==> src/rtl/cpu_pkg.sv <==
// Shared definitions for the memory-port arbiter: read-return owner
// encodings, default bus widths and the owner-selection helper.
package cpu_pkg;

    localparam int AW_DEF = 8;
    localparam int DW_DEF = 32;

    typedef enum logic [1:0] {
        OWN_NONE = 2'd0,
        OWN_D    = 2'd1,
        OWN_I    = 2'd2,
        OWN_G    = 2'd3
    } owner_e;

    // Who will see read data next cycle; stores and idle cycles return nothing.
    function automatic owner_e next_owner(input logic d_gnt, input logic d_we,
                                          input logic i_gnt, input logic g_gnt);
        owner_e own;
        if (d_gnt && !d_we) begin
            own = OWN_D;
        end else if (i_gnt) begin
            own = OWN_I;
        end else if (g_gnt) begin
            own = OWN_G;
        end else begin
            own = OWN_NONE;
        end
        return own;
    endfunction

endpackage

==> src/rtl/arb_starve_cnt.sv <==
// Debug starvation tracker: counts cycles a pending debug read lost to
// instruction fetch and raises promoted once the limit is reached.
module arb_starve_cnt #(
    parameter int DBG_MAX_WAIT = 4
) (
    input  logic clk,
    input  logic reset,
    input  logic g_req,
    input  logic i_gnt,
    input  logic g_gnt,
    output logic promoted
);

    logic [3:0] wait_cnt_r;

    // Saturating count of fetch wins over a waiting debug read; cleared once
    // the debug read issues or the request goes away.
    always_ff @(posedge clk) begin
        if (reset) begin
            wait_cnt_r <= 4'd0;
        end else if (g_gnt || !g_req) begin
            wait_cnt_r <= 4'd0;
        end else if (i_gnt && (wait_cnt_r != 4'd15)) begin
            wait_cnt_r <= wait_cnt_r + 4'd1;
        end else begin
            wait_cnt_r <= wait_cnt_r;
        end
    end

    assign promoted = (wait_cnt_r >= 4'(DBG_MAX_WAIT));

endmodule

==> src/rtl/mem_port_arbiter.sv <==
// Single-port RAM arbiter for load/store (D), fetch (I) and debug readout (G).
// One access per cycle, read data returned the following cycle.
module mem_port_arbiter
    import cpu_pkg::*;
#(
    parameter int AW           = AW_DEF,
    parameter int DW           = DW_DEF,
    parameter int DBG_MAX_WAIT = 4
) (
    input  logic          clk,
    input  logic          reset,
    input  logic          d_req,
    input  logic          d_we,
    input  logic [AW-1:0] d_addr,
    input  logic [DW-1:0] d_wdata,
    output logic          d_gnt,
    output logic          d_rvalid,
    input  logic          i_req,
    input  logic [AW-1:0] i_addr,
    output logic          i_gnt,
    output logic          i_rvalid,
    input  logic          g_req,
    input  logic [AW-1:0] g_addr,
    output logic          g_gnt,
    output logic          g_rvalid,
    output logic [DW-1:0] rdata,
    output logic          if_stall,
    output logic          mem_stall,
    output logic          ram_en,
    output logic          ram_we,
    output logic [AW-1:0] ram_addr,
    output logic [DW-1:0] ram_wdata,
    input  logic [DW-1:0] ram_rdata
);

    logic   d_gnt_s;
    logic   i_gnt_s;
    logic   g_gnt_s;
    logic   promoted_s;
    owner_e owner_r;

    arb_starve_cnt #(
        .DBG_MAX_WAIT(DBG_MAX_WAIT)
    ) u_starve (
        .clk      (clk),
        .reset    (reset),
        .g_req    (g_req),
        .i_gnt    (i_gnt_s),
        .g_gnt    (g_gnt_s),
        .promoted (promoted_s)
    );

    // Fixed-priority grant: D, then promoted G, then I, then G; nothing in reset.
    always_comb begin
        d_gnt_s = 1'b0;
        i_gnt_s = 1'b0;
        g_gnt_s = 1'b0;
        if (reset) begin
            d_gnt_s = 1'b0;
        end else if (d_req) begin
            d_gnt_s = 1'b1;
        end else if (g_req && promoted_s) begin
            g_gnt_s = 1'b1;
        end else if (i_req) begin
            i_gnt_s = 1'b1;
        end else if (g_req) begin
            g_gnt_s = 1'b1;
        end else begin
            d_gnt_s = 1'b0;
        end
    end

    // RAM command mux from the winning requester; all-zero when idle.
    always_comb begin
        ram_addr  = {AW{1'b0}};
        ram_wdata = {DW{1'b0}};
        case ({d_gnt_s, i_gnt_s, g_gnt_s})
            3'b100: begin
                ram_addr  = d_addr;
                ram_wdata = d_wdata;
            end
            3'b010:  ram_addr = i_addr;
            3'b001:  ram_addr = g_addr;
            default: ram_addr = {AW{1'b0}};
        endcase
    end

    // Remember which requester owns the read data arriving next cycle.
    always_ff @(posedge clk) begin
        if (reset) begin
            owner_r <= OWN_NONE;
        end else begin
            owner_r <= next_owner(d_gnt_s, d_we, i_gnt_s, g_gnt_s);
        end
    end

    // Decode the return owner; a read in flight across reset is dropped.
    always_comb begin
        d_rvalid = 1'b0;
        i_rvalid = 1'b0;
        g_rvalid = 1'b0;
        if (reset) begin
            d_rvalid = 1'b0;
        end else begin
            case (owner_r)
                OWN_D:   d_rvalid = 1'b1;
                OWN_I:   i_rvalid = 1'b1;
                OWN_G:   g_rvalid = 1'b1;
                default: d_rvalid = 1'b0;
            endcase
        end
    end

    assign d_gnt     = d_gnt_s;
    assign i_gnt     = i_gnt_s;
    assign g_gnt     = g_gnt_s;
    assign ram_en    = d_gnt_s | i_gnt_s | g_gnt_s;
    assign ram_we    = d_gnt_s & d_we;
    assign rdata     = ram_rdata;
    assign if_stall  = i_req & ~i_gnt_s;
    assign mem_stall = d_req & ~d_gnt_s;

endmodule

==> config.mk <==
export PLATFORM = sky130hd
export DESIGN_NAME = mem_port_arbiter
export DESIGN_NICKNAME = d
export VERILOG_FILES = /design/src/rtl/cpu_pkg.sv /design/src/rtl/arb_starve_cnt.sv /design/src/rtl/mem_port_arbiter.sv
export SDC_FILE = /design/constraint.sdc
export NUM_CORES = 1
export LEC_CHECK = 0
export CAP_MARGIN = 20
export CORE_AREA = 2 2 70 72
export CTS_CLUSTER_DIAMETER = 50
export DETAILED_ROUTE_END_ITERATION = 16
export DIE_AREA = 0 0 72 74
export GPL_ROUTABILITY_DRIVEN = 0
export GPL_TIMING_DRIVEN = 0
export HOLD_SLACK_MARGIN = 0.05
export PLACE_DENSITY = 0.84
export RECOVER_POWER = 25
export SETUP_SLACK_MARGIN = 0.3
export SLEW_MARGIN = 20
export SYNTH_ARGS = -nofsm -noshare
export SYNTH_HDL_FRONTEND = slang
export SYNTH_SLANG_ARGS = --single-unit
==> constraint.sdc <==
create_clock -name clk -period 3.4 [get_ports clk]
set_input_delay 1.02 -clock clk [delete_from_list [all_inputs] [get_ports clk]]
set_output_delay 1.02 -clock clk [all_outputs]
set_load 0.05 [all_outputs]
==> run_results.csv, run 1 <==
group,metric,value,unit
timing,finalCritPeriodShare,94.6,%
die,die_h,74,um
worst_hold_path,hold_end,"u_starve.wait_cnt_r[1]",
die,start_util,21.3,%
die,row_count,25,
clocking,htree_levels,1,
global_routing,first_global_vias,1351,
job,maxCapViolCount,0,
setup_path,worstPathRequired,2380,ps
detailed_routing,drt_iter0_drc,20,
timing,fin_ws,183,ps
run_status,status,"complete, no violations",
timing,rsz0062_at_grt,"true",
global_routing,antenna_found_initial,0,
detailed_routing,postRouteAntennaNets,0,
global_routing,grt_pass1_wl,6.78,mm
finish,final_cell_mix,"76 x clkdlybuf4s50_1, 41 x buf_4, 25 x and2_2",
place,dp_hpwl,3.81,mm
clocking,cts_tree,"done",
clocking,clk_pin_slew_worst_paths,40,ps
finish,finalNetCount,378,
finish,area_growth,169,%
timing,layout_min_cycle_time,3220,ps
setup_path,reg2reg_depth,4,
power_and_ir_drop,total_power,0.596,mW
setup_path,cp_common_cell,"clkbuf_1",
clocking,numCtsBuffers,3,
finish,antennaDiodeCount,0,
power_and_ir_drop,leakage,1.26,nW
detailed_routing,wirelength,4.52,mm
setup_path,crit_slowest_cell,"or3b_1",
power_and_ir_drop,ir_drop,0.121,mV
synthesis,ys_types,29,
setup_path,regToRegSetupSlack,2010,ps
die,core-area,4600,um^2
clocking,ctsRootBufferMaster,"clkbuf_8",
timing,setup_violations,0,
setup_path,path_max_fanout,6,
synthesis,syn_inst,131,
timing,clock_skew,1.05,ps
detailed_routing,routedWlPerCell,13.5,um
synthesis,ys_warn_count,0,
timing,final_hold_viol_count,0,
worst_hold_path,holdPathStages,2,
worst_hold_path,hp-start,"u_starve.wait_cnt_r[1]",
detailed_routing,num_vias,1457,
synthesis,ys_ff_latch,6,
global_routing,track_usage,16.2,%
die,pin_count,176,
synthesis,synth_seq_area_share,12.3,%
worst_hold_path,hold_path_class,"flip-flop to flip-flop",
timing,max_slew_margin,59.8,%
clocking,clock_latency,230,ps
finish,fin_util,57.3,%
setup_path,r2r-start,"u_starve.wait_cnt_r[0]",
setup_path,startpoint_type,"input pin",
timing,slew_violations,0,
setup_path,critical_path_class,"input pin to primary output",
setup_path,critPathArrivalTime,2200,ps
place,place_area,2550,um^2
synthesis,ys.flop_type,"dfxtp_1",
place,io_buffers,142,
detailed_routing,drc,0,
detailed_routing,drt_pass1_iterations,3,
setup_path,end_kind,"primary output",
global_routing,gr-total-overflow,0,
finish,layout_commonest_cell,"clkdlybuf4s50_1",
setup_path,path_cells,"buf_8 -> clkbuf_1 -> or3b_1 -> clkbuf_1 -> nor2_4 -> buf_4",
die,fp.dieW,72,um
clocking,postCtsHoldBufs,0,
detailed_routing,via_per_inst,4.35,
setup_path,crit_start,"i_req",
synthesis,synth_edf_count,0,
clocking,cts.sinks,6,
global_routing,grt_max_degree,11,
synthesis,synth_nets,226,
clocking,cts_buffer_depth,2,
setup_path,max_stage_delay,380,ps
synthesis,syn_avg_cell_area,7.47,um^2
synthesis,ys_async_sr_fraction,0,%
finish,layout-drive-gt1-share,48.4,%
die,die_area,5330,um^2
timing,max_freq,0.311,GHz
synthesis,synth_area,978,um^2
setup_path,rr_endpoint,"u_starve.wait_cnt_r[0]",
place,pre_cts_ws,-1220,ps
timing,tightest_slew,606,ps
power_and_ir_drop,powerDensity,226,nW/um^2
finish,final_area,2640,um^2
-- cell type report --
cell class              instances  area [um^2]
clock buffers                   3         41.3
plain buffers                  40          340
repair buffers                147         1410
inverters                       2         7.51
well taps                      54         67.6
flip-flops and latches          6          120
fillers                       427         1960
multi-input cells              83          653
-- cells in the mapped netlist, types with 2 or more instances --
| library cell | instances | area, um^2 |
|---|---|---|
| nor2_1 | 4 | 15.0 |
| a221o_1 | 8 | 80.1 |
| o21ai_0 | 2 | 10.0 |
| inv_1 | 2 | 7.51 |
| a21oi_1 | 2 | 10.0 |
| and3_1 | 9 | 56.3 |
| dfxtp_1 | 6 | 120 |
| o21a_1 | 2 | 15.0 |
| nor3b_1 | 5 | 37.5 |
| o31ai_1 | 2 | 15.0 |
| and2b_2 | 2 | 17.5 |
| nand4b_1 | 2 | 17.5 |
| and2_1 | 33 | 206 |
| clkbuf_1 | 6 | 22.5 |
| buf_4 | 32 | 240 |
-- flip-flops by register name, indices dropped and copies added (netlist names) --
signal and count:
u_starve.wait_cnt_r 4, owner_r 2
-- worst max path at each step --
stage / end / cells past startpoint
after detailed placement: ram_addr[6] / 5
final: i_gnt / 6
after global routing: ram_addr[6] / 6
after global placement: ram_addr[4] / 5
after CTS: ram_addr[0] / 6
after floorplan: d_rvalid / 2
-- per-layer routing --
metal | vias up | routed length, um | GRT usage (%)
li1 | 724 | - | -
met1 | 644 | 1560 | 17.8
met2 | 84 | 2460 | 30.6
met3 | 5 | 463 | 5.15
met4 | 0 | 39 | 3.77
met5 | - | 0 | 0
-- kinds of logic after synthesis --
| group | Yosys count | share of synthesized area [%] |
|---|---|---|
| simple gates | 63 | 41.9 |
| buf+inv | 42 | 29.3 |
| compound gates | 19 | 15.2 |
| flops | 6 | 12.3 |
| fa+ha+maj | 1 | 1.28 |
-- through the flow --
step / hold WS, ps / setup TNS (ps) / instances
detailed placement: 490 / -44460 / 327
global route: 515 / 0 / 335
floorplan: 465 / 0 / 131
CTS: 495 / 0 / 335
finish: 491 / 0 / 335
global placement: 481 / -43060 / 327
-- report_power, final --
part / switching (mW) / internal, mW / leakage [nW]
registers: 0.000939 / 0.0724 / 0.0488
clock network: 0.0326 / 0.0762 / 0.0216
logic: 0.226 / 0.188 / 1.19
total: 0.260 / 0.336 / 1.26
-- critical path: cells and delay by family --
family / cells / cell delay (ps)
buffers and inverters: 4 / 650
and+or+nand+nor: 2 / 530
-- timing repair --
action | 4_1_cts | 5_1_grt
pin swaps | 8 | 0
gates resized for setup | 284 | 44
endpoints found under the setup margin | 50 | 31
endpoints found under the hold margin | 0 | 0
setup buffers | 3 | 0
cloned | 2 | 0
(Power assumes the default switching activity.)
==> run 2: changes to the inputs <==
--- a/config.mk
+++ b/config.mk
@@ -5,7 +5,6 @@
 export SDC_FILE = /design/constraint.sdc
 export NUM_CORES = 1
 export LEC_CHECK = 0
-export CAP_MARGIN = 20
 export CORE_AREA = 2 2 70 72
 export CTS_CLUSTER_DIAMETER = 50
 export DETAILED_ROUTE_END_ITERATION = 16
==> results of run 2 <==
The final DEF is identical to that of run 1; final timing and power are the same.
